--- config.mk ---
export PLATFORM = sky130hd
export DESIGN_NAME = hazard_control_unit
export DESIGN_NICKNAME = d
export VERILOG_FILES = /design/src/rtl/hazard_control_unit.sv
export SDC_FILE = /design/constraint.sdc
export NUM_CORES = 1
export LEC_CHECK = 0
export ABC_CLOCK_PERIOD_IN_PS = 1600
export CAP_MARGIN = 10
export CORE_ASPECT_RATIO = 0.6
export CORE_MARGIN = 1
export CORE_UTILIZATION = 25
export CTS_CLUSTER_DIAMETER = 100
export DETAILED_ROUTE_END_ITERATION = 10
export HOLD_SLACK_MARGIN = 0.03
export PLACE_DENSITY = 0.8
export SYNTH_ARGS = -nofsm -noshare
export SYNTH_HDL_FRONTEND = slang
export SYNTH_SLANG_ARGS = --single-unit
--- constraint.sdc ---
create_clock -name clk -period 1.6 [get_ports clk]
set_input_delay 0.24 -clock clk [delete_from_list [all_inputs] [get_ports clk]]
set_output_delay 0.24 -clock clk [all_outputs]
set_load 0.1 [all_outputs]
--- src/rtl/hazard_control_unit.sv ---
// Hazard controller: load-use stalls, branch flushes, dmem freeze with timeout.
// Optional HAZARD_PERF_CNT_EN adds stall_cycles / flush_count counters.
module hazard_control_unit #(
  parameter int MEM_TIMEOUT = 16,
  parameter int CNT_W       = 8
) (
  input  logic        clk,
  input  logic        rst,
  input  logic [31:0] idata_ID,
  input  logic [31:0] idata_EX,
  input  logic        memread_EX,
  input  logic        branch_taken_EX,
  input  logic        dmem_req_MEM,
  input  logic        dmem_ack,
  output logic        pc_write,
  output logic        ifid_write,
  output logic        ifid_flush,
  output logic        idex_write,
  output logic        idex_flush,
  output logic        exmem_write,
  output logic        memwb_write,
`ifdef HAZARD_PERF_CNT_EN
  output logic [31:0] stall_cycles,
  output logic [31:0] flush_count,
`endif
  output logic        mem_err
);

  localparam logic [0:0] RUN      = 1'b0;
  localparam logic [0:0] MEM_WAIT = 1'b1;

  localparam logic [CNT_W-1:0] TO   = CNT_W'(MEM_TIMEOUT);
  localparam logic [CNT_W-1:0] CMAX = {CNT_W{1'b1}};

  localparam logic [6:0] OP_R = 7'b0110011;
  localparam logic [6:0] OP_S = 7'b0100011;
  localparam logic [6:0] OP_B = 7'b1100011;

  logic [0:0]       state;
  logic [CNT_W-1:0] wait_cnt;
  logic             err_q;

  logic [4:0] rs1;
  logic [4:0] rs2;
  logic [4:0] rd;
  logic [6:0] opcode;
  logic       uses_rs2;
  logic       load_use;
  logic       freeze;
  logic       sel_rst;
  logic       sel_frz;
  logic       sel_br;
  logic       sel_lu;
  logic       unused_bits;

  assign rs1    = idata_ID[19:15];
  assign rs2    = idata_ID[24:20];
  assign opcode = idata_ID[6:0];
  assign rd     = idata_EX[11:7];

  assign unused_bits = ^{idata_ID[31:25], idata_ID[14:7],
                         idata_EX[31:12], idata_EX[6:0]};

  assign uses_rs2 = (opcode == OP_R) ||
                    (opcode == OP_S) ||
                    (opcode == OP_B);

  assign load_use = memread_EX && (rd != 5'd0) &&
                    ((rd == rs1) || (uses_rs2 && (rd == rs2)));

  assign freeze =
    ((state == RUN) && dmem_req_MEM && !dmem_ack) ||
    ((state == MEM_WAIT) && !dmem_ack && (wait_cnt < TO));

  // Mutually exclusive selects encode the priority
  assign sel_rst = rst;
  assign sel_frz = !rst && freeze;
  assign sel_br  = !rst && !freeze && branch_taken_EX;
  assign sel_lu  = !rst && !freeze && !branch_taken_EX && load_use;

  always_comb begin
    pc_write    = 1'b1;
    ifid_write  = 1'b1;
    ifid_flush  = 1'b0;
    idex_write  = 1'b1;
    idex_flush  = 1'b0;
    exmem_write = 1'b1;
    memwb_write = 1'b1;
    unique case (1'b1)
      sel_rst, sel_frz: begin
        pc_write    = 1'b0;
        ifid_write  = 1'b0;
        idex_write  = 1'b0;
        exmem_write = 1'b0;
        memwb_write = 1'b0;
      end
      sel_br: begin
        ifid_flush = 1'b1;
        idex_flush = 1'b1;
      end
      sel_lu: begin
        pc_write   = 1'b0;
        ifid_write = 1'b0;
        idex_flush = 1'b1;
      end
      default: ;
    endcase
  end

  always_ff @(posedge clk) begin
    if (rst) begin
      state    <= RUN;
      wait_cnt <= '0;
      err_q    <= 1'b0;
    end else begin
      unique case (state)
        RUN: begin
          if (dmem_req_MEM && !dmem_ack) begin
            state    <= MEM_WAIT;
            wait_cnt <= CNT_W'(1);
          end
        end
        MEM_WAIT: begin
          if (dmem_ack) begin
            state    <= RUN;
            wait_cnt <= '0;
          end else if (wait_cnt >= TO) begin
            // Abandon the hung access and release the pipe
            state    <= RUN;
            wait_cnt <= '0;
            err_q    <= 1'b1;
          end else if (wait_cnt != CMAX) begin
            wait_cnt <= wait_cnt + CNT_W'(1);
          end
        end
        default: begin
          state    <= RUN;
          wait_cnt <= '0;
        end
      endcase
    end
  end

  assign mem_err = err_q;

`ifdef HAZARD_PERF_CNT_EN
  always_ff @(posedge clk) begin
    if (rst) begin
      stall_cycles <= '0;
      flush_count  <= '0;
    end else begin
      if (sel_frz || sel_lu)
        stall_cycles <= stall_cycles + 32'd1;
      if (sel_br)
        flush_count <= flush_count + 32'd1;
    end
  end
`endif

endmodule
# ---- Word level (Yosys, flattened, before mapping)
# Cells that the tools add are included.
dict set report totals {
  elab_cells 56
  ff_bits 10
  output_inout_bits 8
}
dict set report classes {
  eq_ne 8
  mux 13
  magnitude_cmp 2
  reduce_logical 27
  bitwise_logic 2
  n_addsub 1
}
# op n
set op_table {}
lappend op_table {{$mux W8} 4}
lappend op_table {{$pmux W8 S2} 1}
lappend op_table {{$eq A7 B6 Y1 const B} 2}
lappend op_table {{$logic_and A1 B1 Y1} 13}
lappend op_table {{$eq A5 B5 Y1} 2}
lappend op_table {{$add A8 B1 Y8 const B} 1}
lappend op_table {{$ge A8 B5 Y1 const B} 1}
lappend op_table {{$lt A8 B5 Y1 const B} 1}
lappend op_table {{$ne A8 B8 Y1 const B} 1}
lappend op_table {{$eq A7 B7 Y1 const B} 1}
lappend op_table {{$mux W1} 7}
lappend op_table {{$reduce_bool A5 Y1} 1}
lappend op_table {{$logic_not A1 Y1} 4}
lappend op_table {{$logic_or A1 B1 Y1} 4}
lappend op_table {{$ne A4 B2 Y1 const B} 1}
lappend op_table {{$reduce_or A2 Y1} 2}
lappend op_table {{$reduce_and A3 Y1} 1}
lappend op_table {{$reduce_or A3 Y1} 1}
lappend op_table {{$ne A2 B1 Y1 const B} 1}
lappend op_table {{$not A1 Y1} 2}
lappend op_table {{$pmux W1 S2} 1}
lappend op_table {{$reduce_and A2 Y1} 1}

# ---- Depth between registers and ports, before layout
dict set report depth {
  word_depth 10
  mapped_depth 6
}

# ---- Worst setup path before layout
# Ideal clock, no wire load.
dict set report synth_path {
  kind {register -> output}
  startpoint {register state}
  endpoint {output idex_flush}
  t_required_ns 1.360
  path_buffers 0
  stages_incl_launch_ff 5
  t_arrival_ns 2.684
  setup_slack_ns -1.324
  cell_sequence {dfxtp_1 -> mux2i_1 -> o21ba_2 -> nand2_1 -> o21bai_1}
}
dict set report synth_between {
  elab_chain_len 10
  elab_cells_between_ends 13
  cone_classes {1 x mux; 1 x bitwise; 11 x reduce/logical}
}
# element line
set synth_lines {}
lappend synth_lines {{from (decl)} 39} ;# logic [0:0] state;
lappend synth_lines {{from (signal assigned)} 112} ;# state <= RUN;
lappend synth_lines {{from (signal assigned)} 119} ;# state <= MEM_WAIT;
lappend synth_lines {{from (signal assigned)} 125} ;# state <= RUN;
lappend synth_lines {{$not A1 Y1} n/a}
lappend synth_lines {{$logic_and A1 B1 Y1 (2 in series)} 72} ;# ((state == RUN) && dmem_req_MEM && !dmem_ack) ||
lappend synth_lines {{$logic_or A1 B1 Y1 (*)} 72}
lappend synth_lines {{$logic_not A1 Y1 (*)} {78, 79}}
lappend synth_lines {{$logic_and A1 B1 Y1 (*)} {78, 79}}
lappend synth_lines {{$logic_and A1 B1 Y1 (2 in series)} 79} ;# assign sel_lu = !rst && !freeze && !branch_taken_EX && load_use;
lappend synth_lines {{$reduce_or A2 Y1 (no source line) (*)} n/a}
lappend synth_lines {{$mux W1 (*)} 89} ;# unique case (1'b1)
lappend synth_lines {{to (decl)} 19} ;# output logic idex_flush,
# Mark *: on every way between the ends. The rest lies on a longest branch, timed or not.

# ---- Worst setup path in the final report
dict set report layout_path {
  startpoint {register wait_cnt[6]}
  endpoint {output idex_flush}
}
dict set report layout_between {
  elab_chain_len 9
  elab_cells_between_ends 10
  cone_classes {1 x order compare; 1 x mux; 8 x reduce/logical}
}
# element line
set layout_lines {}
lappend layout_lines {{from (decl)} 40} ;# logic [CNT_W-1:0] wait_cnt;
lappend layout_lines {{from (signal assigned)} 133} ;# wait_cnt <= wait_cnt + CNT_W'(1);
lappend layout_lines {{$lt A8 B5 Y1 (*)} 73} ;# ((state == MEM_WAIT) && !dmem_ack && (wait_cnt < TO));
lappend layout_lines {{$logic_and A1 B1 Y1 (*)} 73}
lappend layout_lines {{$logic_or A1 B1 Y1 (*)} 72}
lappend layout_lines {{$logic_not A1 Y1 (*)} {78, 79}}
lappend layout_lines {{$logic_and A1 B1 Y1 (*)} {78, 79}}
lappend layout_lines {{$logic_and A1 B1 Y1 (2 in series)} 79}
lappend layout_lines {{$reduce_or A2 Y1 (no source line) (*)} n/a}
lappend layout_lines {{$mux W1 (*)} 89}
# Marks and branches as above.

==> impl_summary.md <==
Worst setup path
The type of destination of the critical path is an output pin. The critical path data arrival time is 1.76 ns. The class of the most critical setup path is reg2out. STA classifies the critical path startpoint as a flip-flop.

Of all nets on the critical path, the largest fanout is 3. At the worst endpoint, the required time is roughly 1.4 ns.

Drt
The number of vias in the routed layout is 675. Once detail routing completed, the nets flagged for antenna violations numbered 0. After detailed routing, the total wire length is 1922 µm.

The violation count after the first detailed-routing iteration is 27. The number of iterations in the first detailed-routing pass is 4. The DRC violation count after routing is 0.

Dividing the detail-routed wire length by the instance count gives 12.81 µm. In the routed layout, each cell is associated on average with a via count of 4.500.

Job
The number of max-cap violations is 0.

Status
The run finished, with violations left. The checks that failed: negative setup slack.

Hold path
The min-delay analysis places its worst path in the category reg2reg.

Clock tree
The later-pin clock latency in the skew report is 0.24 ns. TritonCTS built the clock tree. Buffers inserted during clock tree synthesis total 3. CTS built an H-tree with a depth of 1. For this design, the sink count on the clock tree is 10. After clock tree synthesis, the clock-pin slew on the worst setup and hold paths is 0.05 ns. The maximum buffer depth of the clock tree is 2.

CTS placed an instance of clkbuf_8 at the clock tree root.

Floorplanning
The placement row count is 13. For this configuration, the core starts out at a cell density of 0.2761. The core region is 2261 µm². The die outline height is 40.71 µm. The I/O pin total is 78. The die width is 66.52 µm. The die covers ~2700 µm².

Synthesis
The synthesized-area fraction occupied by ao, oa, aoi and oai cells is 0.1082. The simple-gate portion of the synthesized area is 0.2866. After synthesis, the largest family of logic cells by area is simple AND/OR/NAND/NOR gates. The share of the Yosys chip area taken by registers is 0.3206. The number of synthesized register bits is 10. After technology mapping, the gate count stands at 74.

The post-synthesis share of cell area spent on full adders, half adders and majority gates is 0.04008. The synthesized cell area is 624.3 µm². Counting distinct cell types in the post-synthesis netlist gives 30. The warning count from the yosys run is 0.

The average instance in the mapped netlist occupies 8.437 µm². Synthesis produced a netlist with a net count of 146. The mux contribution to synthesized area is 0.01603.

Of the total synthesized cell area, the portion taken by XOR and XNOR cells is 0.1683.

Final layout
Summing all non-filler instances in the final layout gives an area of 1279 µm². The fraction of layout cells with a size suffix above 1 is 0.3500. The non-filler instance count after layout is 150. The number of nets in the layout is 193. The diode insertion count for antenna repair is 0. Once layout is complete, the utilization of the core stands at 0.5656.

Relative to the synthesized area, the layout overhead comes to 104.8%. The number of inserted filler cells in the final layout is 199.

Pwr
The analysis attributes to cell leakage a power of 0.5262 nW. Power spread over the standard cell area amounts to around 700 nW/µm². The total power draw is 0.8979 mW.

The worst vdd rail ir drop is 271.4 µV.

STA
The relative slew slack is 0.8058. Of the available clock period, the critical path in the final layout requires 1.248. For the pin with the worst max-slew slack, the measured transition is 0.2891 ns.

Setup repair after global routing could not meet its margin everywhere. Across the routed clock network, the largest skew measured is 0.004089 ns. For this run, the top clock speed supported by timing is ~500 MHz. The final-report hold violation count is 0. The number of max-slew violations in the final report is 0. After layout, the minimum clock period comes to 1.997 ns. The final worst slack is -0.3967 ns. Setup violations remaining at the end of the flow were counted as 7.

Hold is met by ~0.48 ns.

Global routing
Entering global routing, the biggest net connects 8 pins. The initial antenna violation count is 0. The first global-routing pass estimated just under 3000 µm of wire. Global routing finished with a remaining overflow of 0. Across every metal layer, demand over resource in global routing totals 0.1571. The number of global-route vias before repair is 665.

Placed design
The placed standard-cell area is 1167 µm². The count of placed standard cells including taps is 145. After legalization and detailed placement, the total HPWL measured between 1500 and 2000 µm. The number of port buffers is 35.

Routability-driven placement finished with a final weighted congestion of between 0.7 and 0.8.
## worst max-delay path, cell delays in order (launching register included)
cell      delay (ns)
dfxtp_2         0.33
nor4_4          0.34
mux2i_2         0.15
o21ba_4         0.23
and2_4          0.14
o21bai_4        0.17
buf_12          0.17
## area by class of cell
cell class                      instances  area, µm²  area share
Sequential cell                        10      203.9      0.1595
Multi-Input combinational cell         57      465.4      0.3640
Clock buffer                            4      55.05     0.04305
Inverter                                3      11.26    0.008806
Tap cell                               30      37.54     0.02935
Timing Repair Buffer                   46      505.5      0.3953
## logic make-up (layout without fill, tap and decap cells)
kind of cell,after synthesis,count (layout)
simple gates,33,33
xor+xnor,12,12
flops,10,10
compound gates,9,9
buf+inv,7,53
fa+ha+maj,2,2
mux,1,1
## cells in the final DEF, fill, tap and decap left out, types with 2 or more instances in the layout
cell,synthesis,final
nand3_1,2,2
nand4_1,2,2
xnor2_1,5,5
nor2_1,10,10
nand2_1,5,4
inv_1,3,3
dfxtp_2,0,3
dlygate4sd2_1,0,9
ha_1,2,2
xor2_1,7,7
dfxtp_1,10,7
nor3_2,0,2
a21oi_1,2,2
clkbuf_8,0,4
nor2b_1,2,2
and2_1,2,2
buf_4,3,10
clkdlybuf4s50_1,0,18
buf_12,0,8
## state kept, by name (all words and copies together) (netlist names)
signal,count
mem_err,1
state,1
wait_cnt,8
## metrics by stage
| step | setup WS [ns] | TNS [ns] |
|---|---|---|
| floorplan | -0.4353 | -0.9059 |
| global placement | -0.6118 | -2.080 |
| detailed placement | -0.6427 | -2.570 |
| CTS | -0.4057 | -2.555 |
| global route | -0.4589 | -2.918 |
| finish | -0.3967 | -2.515 |
## layer usage
metal | GRT usage | up-vias | wire, µm
li1 | - | 339 | -
met1 | 0.1672 | 309 | 819
met2 | 0.3214 | 21 | 979
met3 | 0.03056 | 6 | 75
met4 | 0.06383 | 0 | 46
met5 | 0 | - | 0
## report_power, final
group / switching (mW) / internal (mW) / leakage (nW)
Combinational: 0.168 / 0.157 / 0.415
Sequential: 0.00573 / 0.254 / 0.0824
Clock: 0.0974 / 0.216 / 0.0288
Total: 0.271 / 0.627 / 0.526
## cell usage after synthesis
cell      instances  area share
inv_1             3       0.018
nor3_1            3       0.024
buf_4             3       0.036
and2_2            1       0.012
a21o_1            1       0.012
o21ai_0           1      0.0080
nor2b_1           2       0.020
clkbuf_1          1      0.0060
a21oi_1           2       0.016
nand3_1           2       0.016
mux2i_1           1       0.016
o21ba_2           1       0.016
and2_4            1       0.014
nor2_1           10       0.060
o31a_2            1       0.016
nor4_2            1       0.020
dfxtp_1          10        0.32
xnor2_1           5       0.070
o22a_1            1       0.014
and2b_2           1       0.014
o21bai_1          1       0.012
or2_2             1       0.010
nand2_1           5       0.030
xor2_1            7       0.098
or4_1             1       0.012
nor4b_1           1       0.014
ha_1              2       0.040
a41oi_1           1       0.014
nand4_1           2       0.020
and2_1            2       0.020
## path summary, 6_finish.rpt
| check | from | endpoint | slack, ns | cells past startpoint |
|---|---|---|---|---|
| hold reg to reg | wait_cnt[4] | wait_cnt[4] | 0.48 | 2 |
| setup reg to reg | state | wait_cnt[3] | 0.39 | 4 |
| setup / recovery | wait_cnt[6] | idex_flush | -0.40 | 6 |
| hold / removal | wait_cnt[4] | wait_cnt[4] | 0.48 | 2 |
## timing repair
action / 4_1_cts / 5_1_grt
endpoints found under the setup margin: 7 / 7
pin swaps: 11 / 0
gates resized for setup: 22 / 1
endpoints found under the hold margin: 0 / 0
hold buffers: 0 / 0
setup buffers: 2 / 0
Power figures use the tool's default switching activity.
